**src/rtl/seg7_pkg.sv**
```systemverilog
// Character codes, active-low segment patterns and the pattern->code lookup
// shared by the HEX read-back path.
package seg7_pkg;

    typedef enum logic [2:0] {
        CH_H     = 3'b000,
        CH_E     = 3'b001,
        CH_L     = 3'b010,
        CH_O     = 3'b011,
        CH_BLANK = 3'b100,
        CH_ERR   = 3'b111
    } char_t;

    // Active-low patterns, bit6=g .. bit0=a
    localparam logic [6:0] PAT_H     = 7'b0001001;
    localparam logic [6:0] PAT_E     = 7'b0000110;
    localparam logic [6:0] PAT_L     = 7'b1000111;
    localparam logic [6:0] PAT_O     = 7'b1000000;
    localparam logic [6:0] PAT_BLANK = 7'b1111111;

    function automatic char_t decode_pat(input logic [6:0] pat);
        char_t code;
        case (pat)
            PAT_H:     code = CH_H;
            PAT_E:     code = CH_E;
            PAT_L:     code = CH_L;
            PAT_O:     code = CH_O;
            PAT_BLANK: code = CH_BLANK;
            default:   code = CH_ERR;
        endcase
        return code;
    endfunction

endpackage

```
**src/rtl/seg7_char_reader_if.sv**
```systemverilog
// Character output handshake plus the sticky overrun flag and its clear.
interface seg7_char_reader_if;
    import seg7_pkg::*;

    char_t out_code;
    logic  out_err;
    logic  out_valid;
    logic  out_ready;
    logic  overrun;
    logic  overrun_clr;

    modport master (
        output out_code, out_err, out_valid, overrun,
        input  out_ready, overrun_clr
    );

    modport slave (
        input  out_code, out_err, out_valid, overrun,
        output out_ready, overrun_clr
    );

endinterface

```
**src/rtl/seg7_bus_sync.sv**
```systemverilog
// Synchronises the asynchronous segment bus and strobes accept once per new
// pattern that has been stable for STABLE_CYCLES samples.
module seg7_bus_sync
    import seg7_pkg::*;
#(
    parameter int STABLE_CYCLES = 4,
    parameter int CNT_W         = 8
) (
    input  logic       clk,
    input  logic       rst_n,
    input  logic [6:0] seg_in,
    output logic [6:0] pat,
    output logic       accept
);

    localparam logic [CNT_W-1:0] CNT_MAX = CNT_W'(STABLE_CYCLES - 1);

    logic [6:0]       s1, s2, prev, last_pat;
    logic [CNT_W-1:0] cnt;

    // Blank reset values mean an idle bus after reset never produces output.
    always_ff @(posedge clk or negedge rst_n) begin
        if (!rst_n) begin
            s1       <= PAT_BLANK;
            s2       <= PAT_BLANK;
            prev     <= PAT_BLANK;
            last_pat <= PAT_BLANK;
            cnt      <= '0;
        end else begin
            s1   <= seg_in;
            s2   <= s1;
            prev <= s2;
            if (s2 != prev)
                cnt <= '0;
            else if (cnt < CNT_MAX)
                cnt <= cnt + 1'b1;
            if (accept)
                last_pat <= s2;
        end
    end

    // Saturated counter plus last_pat compare gives exactly one strobe per change.
    assign accept = (cnt == CNT_MAX) && (s2 == prev) && (s2 != last_pat);
    assign pat    = s2;

endmodule

```
**src/rtl/seg7_char_reader.sv**
```systemverilog
// Reads an active-low 7-segment bus back into a character code and delivers
// each new stable character once over valid/ready, flagging drops as overrun.
module seg7_char_reader
    import seg7_pkg::*;
#(
    parameter int STABLE_CYCLES = 4,
    parameter int CNT_W         = 8
) (
    input  logic                CLOCK_50,
    input  logic                KEY0,
    input  logic [6:0]          seg_in,
    seg7_char_reader_if.master  bus
);

    logic [6:0] pat;
    logic       accept;
    char_t      dec;
    logic       load, drop;

    char_t      code_q;
    logic       err_q, valid_q, ovr_q;

    seg7_bus_sync #(
        .STABLE_CYCLES (STABLE_CYCLES),
        .CNT_W         (CNT_W)
    ) u_sync (
        .clk    (CLOCK_50),
        .rst_n  (KEY0),
        .seg_in (seg_in),
        .pat    (pat),
        .accept (accept)
    );

    assign dec  = decode_pat(pat);
    // A slot frees up in the same cycle the consumer takes the held character.
    assign load = accept && (!valid_q || bus.out_ready);
    assign drop = accept && valid_q && !bus.out_ready;

    always_ff @(posedge CLOCK_50 or negedge KEY0) begin
        if (!KEY0) begin
            code_q  <= CH_H;
            err_q   <= 1'b0;
            valid_q <= 1'b0;
            ovr_q   <= 1'b0;
        end else begin
            if (load) begin
                code_q  <= dec;
                err_q   <= (dec == CH_ERR);
                valid_q <= 1'b1;
            end else if (valid_q && bus.out_ready) begin
                valid_q <= 1'b0;
            end
            // Set has priority over a coincident clear.
            if (drop)
                ovr_q <= 1'b1;
            else if (bus.overrun_clr)
                ovr_q <= 1'b0;
        end
    end

    assign bus.out_code  = code_q;
    assign bus.out_err   = err_q;
    assign bus.out_valid = valid_q;
    assign bus.overrun   = ovr_q;

endmodule

```
**src/flat_wrapper.sv**
```systemverilog
// flat-port wrapper written by rule: the top's interface ports become plain ports
module seg7_char_reader_flat import seg7_pkg::*;
#(
    parameter int STABLE_CYCLES = 4,
    parameter int CNT_W         = 8
)
  (CLOCK_50, KEY0, seg_in, bus_out_code, bus_out_err, bus_out_valid, bus_overrun, bus_out_ready, bus_overrun_clr);
  seg7_char_reader_if bus_i ();
  input  logic CLOCK_50;
  input  logic KEY0;
  input  logic [6:0] seg_in;
  output wire logic [$bits(bus_i.out_code)-1:0] bus_out_code;
  output wire logic [$bits(bus_i.out_err)-1:0] bus_out_err;
  output wire logic [$bits(bus_i.out_valid)-1:0] bus_out_valid;
  output wire logic [$bits(bus_i.overrun)-1:0] bus_overrun;
  input wire logic [$bits(bus_i.out_ready)-1:0] bus_out_ready;
  input wire logic [$bits(bus_i.overrun_clr)-1:0] bus_overrun_clr;
  assign bus_out_code = bus_i.out_code;
  assign bus_out_err = bus_i.out_err;
  assign bus_out_valid = bus_i.out_valid;
  assign bus_overrun = bus_i.overrun;
  assign bus_i.out_ready = bus_out_ready;
  assign bus_i.overrun_clr = bus_overrun_clr;
  seg7_char_reader #(.STABLE_CYCLES(STABLE_CYCLES), .CNT_W(CNT_W)) u_core (.CLOCK_50(CLOCK_50), .KEY0(KEY0), .seg_in(seg_in), .bus(bus_i));
endmodule
```
**config.mk**
```make
export PLATFORM = sky130hd
export DESIGN_NAME = seg7_char_reader_flat
export DESIGN_NICKNAME = d
export VERILOG_FILES = /design/src/rtl/seg7_pkg.sv /design/src/rtl/seg7_char_reader_if.sv /design/src/rtl/seg7_bus_sync.sv /design/src/rtl/seg7_char_reader.sv /design/src/flat_wrapper.sv
export SDC_FILE = /design/constraint.sdc
export NUM_CORES = 1
export LEC_CHECK = 0
export ABC_CLOCK_PERIOD_IN_PS = 3700
export CAP_MARGIN = 20
export CELL_PAD_IN_SITES_DETAIL_PLACEMENT = 1
export CELL_PAD_IN_SITES_GLOBAL_PLACEMENT = 1
export CORE_ASPECT_RATIO = 0.6
export CORE_MARGIN = 5
export CORE_UTILIZATION = 52
export CTS_BUF_LIST = sky130_fd_sc_hd__clkbuf_2 sky130_fd_sc_hd__clkbuf_4 sky130_fd_sc_hd__clkbuf_8
export CTS_CLUSTER_DIAMETER = 150
export DETAILED_ROUTE_END_ITERATION = 10
export PLACE_DENSITY = 0.91
export RECOVER_POWER = 25
export SYNTH_ARGS = -nofsm -noshare
export SYNTH_HDL_FRONTEND = slang
export SYNTH_HIERARCHICAL = 1
export SYNTH_SLANG_ARGS = --single-unit
```
**constraint.sdc**
```tcl
create_clock -name CLOCK_50 -period 3.7 [get_ports CLOCK_50]
set_clock_uncertainty 0.1 [all_clocks]
set_input_delay 0.925 -clock CLOCK_50 [delete_from_list [all_inputs] [get_ports CLOCK_50]]
set_output_delay 0.925 -clock CLOCK_50 [all_outputs]
set_load 0.02 [all_outputs]
```
==> impl_metrics.toml, run 1 <==
[run_status]
run_status = "finished with violations"
failed_checks = "max-capacitance violations, max-slew violations"

[sta]
final-setup-viol-count = 0
rsz0062_at_grt = "no"
final-hold-violation-count = 0
final.period_utilization_pct = 83.7
fin_setup_tns_ns = 0
slew-limit-headroom_pct = -38.7
holdWs_ns = 0.261
period_minus_slack_ns = 3.10
final_max_slew_viol_count = 43
max_slew.worst_pin.slew_ns = 2.08
clock.fmax_mhz = 323

[layout]
post_route_cell_area_um2 = 1960
highest_count_cells_in_the_layout_ignoring_fill_and_taps = "sky130_fd_sc_hd__dfstp_2, sky130_fd_sc_hd__dfrtp_1, sky130_fd_sc_hd__xor2_1"
layout_commonest_cell = "sky130_fd_sc_hd__dfstp_2"
areaGrowthSynthToFinish_pct = 19.2
layout.nets = 149
insertedDiodeCount = 0
final_layout_size_suffix_gt1_share_pct = 33.3
finish.cell_count_without_fillers = 180

[global_routing]
overflow = 0
grt_pass1_wl_um = 5600
via_count_of_the_first_global_routing_pass = 1084
pin_count_of_the_biggest_net_entering_global_routing = 43
antenna_found_initial = 0
global_route.usage.total_pct = 18.4

[yosys]
part_of_the_yosys_area_used_for_sequential_elements_pct = 66.0
mappedNetlistNets = 126
ys_top_cells_by_area = "sky130_fd_sc_hd__dfstp_2, sky130_fd_sc_hd__dfrtp_1, sky130_fd_sc_hd__xor2_1"
synth_top_area_cell = "sky130_fd_sc_hd__dfstp_2"
yosys_register_bits = 42
netlist.area_leader.share_pct = 44.7
yosys.cell_types.count = 34
ys.warnings.count = 6
synthCells = 114
synthesis.area_per_instance_um2 = 14.4
synthesis.area_um2 = 1650

[critical_path]
max_stage_delay_ns = 0.70
critPathCaptureType = "register"
worstRegToRegCells = 7
timing.critical_path.fanout_max = 9
slowest_stage = "sky130_fd_sc_hd__dfstp_1"
timing.critical_path.arrival_ns = 3.23
worstSetupEndpoint = "u_core/bus.out_code[2]$_DFFE_PN0P_"
r2r-start = "u_core/u_sync/pat[3]$_DFF_PN1_"
critPathLaunchType = "register"
crit-reg2reg-capture = "u_core/bus.out_code[2]$_DFFE_PN0P_"
cp.required_ns = 3.84
list_of_cells_traversed_by_the_critical_path = "xor2_1, nor3_1, and2_1, nor4b_4, nand2_2, nor4_1, a211o_1"
crit_type = "reg2reg"
register_to_register_setup_slack_ns = 0.60
crit_path_start = "u_core/u_sync/pat[3]$_DFF_PN1_"

[power]
power_switching_mw = 0.178
seqPwrFrac_pct = 57.2
combinationalPowerShare_pct = 4.4
vdd.ir_drop.worst_mv = 0.336
cell_internal_pwr_mw = 0.684
overall_power_mw = 0.862
pwr_density_cell_nw_per_um2 = 439
leakage_nw = 0.856
power.clock.fraction_pct = 38.4
sw_frac_of_total_pct = 20.7

[floorplanning]
placeableCoreArea_um2 = 2950
placement_rows = 15
die_y_um = 53.6
die-width_um = 82.6
die_area_um2 = 4430
io_pins = 17
floorplan.initialDensity_pct = 55.8

[detailed_routing]
detail_route.iter0.violations = 24
finalWirelength_um = 3250
postRouteAntennaNets = 0
route.detailed.wl_per_inst_um = 18.0
drt-pass1-iter-count = 4
route.detailed.vias_per_inst = 5.30
drc = 0
routed-via-count = 954

[hold_path]
min-delay-path-class = "reg2reg"

[cts]
worstSkewPairLatency_ns = 0.29
clk_pin_slew_worst_paths_ns = 0.07
cts_max_level = 2
post_cts_hold_buffer_count = 0
clock_tree.buffer_depth = 2
post_cts.resized_instances = 0
cts_buffers = 5
cts_tree = "yes"
cts_num_sinks = 42
root_buffer = "sky130_fd_sc_hd__clkbuf_8"
post-cts-setup-buffers = 0

[placement]
dpl_cell_area_um2 = 1850
io_buffer_count = 16
place.gp.congestion = 0.763
detailed_place_hpwl_um = 2310
placed_cells = 172

[flow_run]
drv_cap = 1
[worst min path at each step]
stage                     slack [ns]                          start                        endpoint  cells past startpoint
after global routing            0.27  u_core/u_sync/s1[5]$_DFF_PN1_  u_core/u_sync/pat[5]$_DFF_PN1_                      0
after CTS                       0.26  u_core/u_sync/s1[5]$_DFF_PN1_  u_core/u_sync/pat[5]$_DFF_PN1_                      0
after floorplan                 0.25  u_core/u_sync/s1[0]$_DFF_PN1_  u_core/u_sync/pat[0]$_DFF_PN1_                      0
after global placement          0.25  u_core/u_sync/s1[4]$_DFF_PN1_  u_core/u_sync/pat[4]$_DFF_PN1_                      0
final                           0.26  u_core/u_sync/s1[5]$_DFF_PN1_  u_core/u_sync/pat[5]$_DFF_PN1_                      0
after detailed placement        0.25  u_core/u_sync/s1[5]$_DFF_PN1_  u_core/u_sync/pat[5]$_DFF_PN1_                      0
[metal layers]
layer,track usage [%],vias to the layer above,part of all wire [%]
met5,0,-,0
met4,10.6,0,3.4
met3,7.02,11,4.5
met2,27.1,18,46
met1,23.4,480,46
li1,-,445,-
[Yosys cell counts, drive strengths merged]
library cell,n
dfstp,28
dfrtp,14
xor2,11
and3,8
mux2,7
nand2,6
nor3,4
nor4,4
xnor2,4
inv,3
nor2,3
a21oi,2
and2,2
o31ai,2
or4,2
a211o,1
a21o,1
ha,1
mux2i,1
nand2b,1
nand3,1
nand3b,1
nand4,1
nor2b,1
nor4b,1
o211a,1
o22ai,1
or2,1
or3b,1
[sequential cells by signal, indices dropped and copies added, names as in the netlist]
name / cells
u_core/bus.out_code: 3
u_core/u_sync/pat: 7
u_core/bus.out_valid: 1
u_core/bus.out_err: 1
u_core/u_sync/s1: 7
u_core/u_sync/cnt: 8
u_core/u_sync/last_pat: 7
u_core/u_sync/prev: 7
u_core/bus.overrun: 1
[power groups by stage]
stage	registers [mW]	logic, mW	clock network [mW]
finish	0.493	0.0376	0.331
global route	0.495	0.0421	0.372
CTS	0.495	0.0401	0.342
detailed placement	0.503	0.0391	0
global placement	0.501	0.0366	0
floorplan	0.498	0.0169	0
[through the flow]
stage                     setup WS, ns  util, %
after floorplan                   1.24        -
after global placement           0.963     62.9
after detailed placement         0.772     62.9
after CTS                        0.703     66.6
after global routing             0.265     66.6
final                            0.605     66.6
[worst max-delay path: cells and delay by family (launching register included)]
kind / cells / cell delay, ns
flip-flops: 1 / 0.70
XOR/XNOR: 1 / 0.15
AO/OA/AOI/OAI: 1 / 0.16
AND/OR/NAND/NOR: 5 / 1.93
[cells by family after synthesis]
family                     synth area share (%)
DFF                                        66.0
and+or+nand+nor                            15.7
xor gates and xnor gates                   7.98
AOI/OAI and AO/OA                          3.50
muxes                                      5.40
buffers and inverters                     0.684
adders and majority gates                 0.760
[area by class of cell]
type	count	area, um2
Clock buffer	8	110
Fill cell	290	985
Inverter	3	11.3
Multi-Input combinational cell	69	548
Sequential cell	42	1090
Tap cell	42	52.6
Timing Repair Buffer	16	154
Note: power is estimated with default switching activity, not from simulation.
==> inputs of run 2 (changes only) <==
ABC_CLOCK_PERIOD_IN_PS = 3200   (was 3700)
CORE_UTILIZATION = 48   (was 52)
PLACE_DENSITY = 0.86   (was 0.91)
clock period = 3.2 ns   (was 3.7 ns; I/O delays follow)
==> impl_metrics.toml, run 2 (synthesis gave the netlist of run 1 again) <==
[run_status]
run_status = "finished with violations"
failed_checks = "max-capacitance violations, max-slew violations"

[power]
vdd.ir_drop.worst_mv = 0.308
sw_frac_of_total_pct = 21.1
power.clock.fraction_pct = 40.0
seqPwrFrac_pct = 56.0
overall_power_mw = 1.02
leakage_nw = 0.854
combinationalPowerShare_pct = 4.1
pwr_density_cell_nw_per_um2 = 515
power_switching_mw = 0.215
cell_internal_pwr_mw = 0.804

[global_routing]
grt_pass1_wl_um = 5420
pin_count_of_the_biggest_net_entering_global_routing = 43
global_route.usage.total_pct = 15.0
via_count_of_the_first_global_routing_pass = 1131
overflow = 0
antenna_found_initial = 0

[cts]
cts_buffers = 5
post_cts.resized_instances = 0
cts_num_sinks = 42
clock_tree.buffer_depth = 2
post_cts_hold_buffer_count = 0
root_buffer = "sky130_fd_sc_hd__clkbuf_8"
post-cts-setup-buffers = 0
clk_pin_slew_worst_paths_ns = 0.08
cts_max_level = 2
cts_tree = "yes"
worstSkewPairLatency_ns = 0.29

[layout]
max_ffs_per_register = 8
final_layout_size_suffix_gt1_share_pct = 33.8
finish.utilization_pct = 60.2
layout.nets = 150
layout_commonest_cell = "sky130_fd_sc_hd__dfstp_2"
highest_count_cells_in_the_layout_ignoring_fill_and_taps = "sky130_fd_sc_hd__dfstp_2, sky130_fd_sc_hd__dfrtp_1, sky130_fd_sc_hd__xor2_1"
post_route_cell_area_um2 = 1980
areaGrowthSynthToFinish_pct = 20.2
finish.cell_count_without_fillers = 184
insertedDiodeCount = 0
largest_register = "u_core/u_sync/cnt"

[placement]
placed_cells = 176
dp_worst_setup_slack_ns = 0.519
place.gp.congestion = 0.793
detailed_place_hpwl_um = 2240
dpl_cell_area_um2 = 1860
io_buffer_count = 16

[critical_path]
critPathLaunchType = "register"
critPathCaptureType = "register"
slowest_stage = "sky130_fd_sc_hd__dfstp_1"
register_to_register_setup_slack_ns = 0.37
list_of_cells_traversed_by_the_critical_path = "xor2_1, nor3_1, and2_1, nor4b_4, buf_4, nand2_2, nor4_1, a211o_1"
timing.critical_path.fanout_max = 9
kind_of_cell_with_the_highest_combined_delay_on_the_critical_path = "simple AND/OR/NAND/NOR gates"
worstRegToRegCells = 8
timing.critical_path.arrival_ns = 2.97
crit_type = "reg2reg"
max_stage_delay_ns = 0.70
timing.critical_path.buf_inv = 1
r2r-start = "u_core/u_sync/pat[6]$_DFF_PN1_"
crit-reg2reg-capture = "u_core/bus.out_code[2]$_DFFE_PN0P_"
cp.required_ns = 3.33

[sta]
final-hold-violation-count = 0
clock.fmax_mhz = 353
period_minus_slack_ns = 2.83
final.period_utilization_pct = 88.6
rsz0062_at_grt = "no"
post-route-worst-setup-slack_ns = 0.366
final-setup-viol-count = 0
final_max_slew_viol_count = 43
slew-limit-headroom_pct = -41.5
holdWs_ns = 0.265
fin_setup_tns_ns = 0
max_slew.worst_pin.slew_ns = 2.12

[floorplanning]
placement_rows = 16
placeableCoreArea_um2 = 3280
floorplan.initialDensity_pct = 50.1
die_y_um = 55.4
die-width_um = 85.6
io_pins = 17
die_area_um2 = 4740

[detailed_routing]
route.detailed.vias_per_inst = 5.08
drc = 0
drt-pass1-iter-count = 4
routed-via-count = 934
finalWirelength_um = 3090
detail_route.iter0.violations = 30
postRouteAntennaNets = 0
route.detailed.wl_per_inst_um = 16.8

[hold_path]
min_delay_path_depth = 0
min_from = "u_core/u_sync/s1[3]$_DFF_PN1_"
min-delay-path-class = "reg2reg"
worst_hold_path.endpoint = "u_core/u_sync/pat[3]$_DFF_PN1_"

[flow_run]
drv_cap = 1
-- run 2: power groups by stage --
stage	clock (mW)	sequential [mW]	combinational, mW
floorplan	0	0.575	0.0195
global placement	0	0.579	0.0423
detailed placement	0	0.581	0.0444
CTS	0.423	0.573	0.0447
global route	0.444	0.572	0.0467
finish	0.407	0.570	0.0416
-- run 2: final cells by class --
type	count	area (um2)
Inverter	3	11.3
Timing Repair Buffer	17	161
Tap cell	45	56.3
Fill cell	331	1310
Clock inverter	3	45.0
Multi-Input combinational cell	69	548
Sequential cell	42	1090
Clock buffer	5	68.8
-- run 2: worst max path at each step --
stage | start | to | cells past startpoint
6_report | u_core/u_sync/pat[6]$_DFF_PN1_ | u_core/bus.out_code[2]$_DFFE_PN0P_ | 8
2_1_floorplan | u_core/u_sync/pat[1]$_DFF_PN1_ | u_core/bus.out_code[2]$_DFFE_PN0P_ | 7
3_3_place_gp | u_core/u_sync/pat[1]$_DFF_PN1_ | u_core/bus.out_code[2]$_DFFE_PN0P_ | 8
4_1_cts | u_core/u_sync/pat[2]$_DFF_PN1_ | u_core/bus.out_code[2]$_DFFE_PN0P_ | 8
3_5_place_dp | u_core/u_sync/pat[2]$_DFF_PN1_ | u_core/bus.out_code[2]$_DFFE_PN0P_ | 8
5_1_grt | u_core/u_sync/pat[2]$_DFF_PN1_ | u_core/bus.out_code[2]$_DFFE_PN0P_ | 8
-- run 2: layer usage --
layer	part of all wire, %	vias to the layer above	GRT usage [%]	wire (um)
met3	4.0	4	5.65	122
met4	0.75	0	6.09	23
met2	49	16	23.2	1520
li1	-	442	-	-
met1	46	472	18.9	1420
met5	0	-	0	0
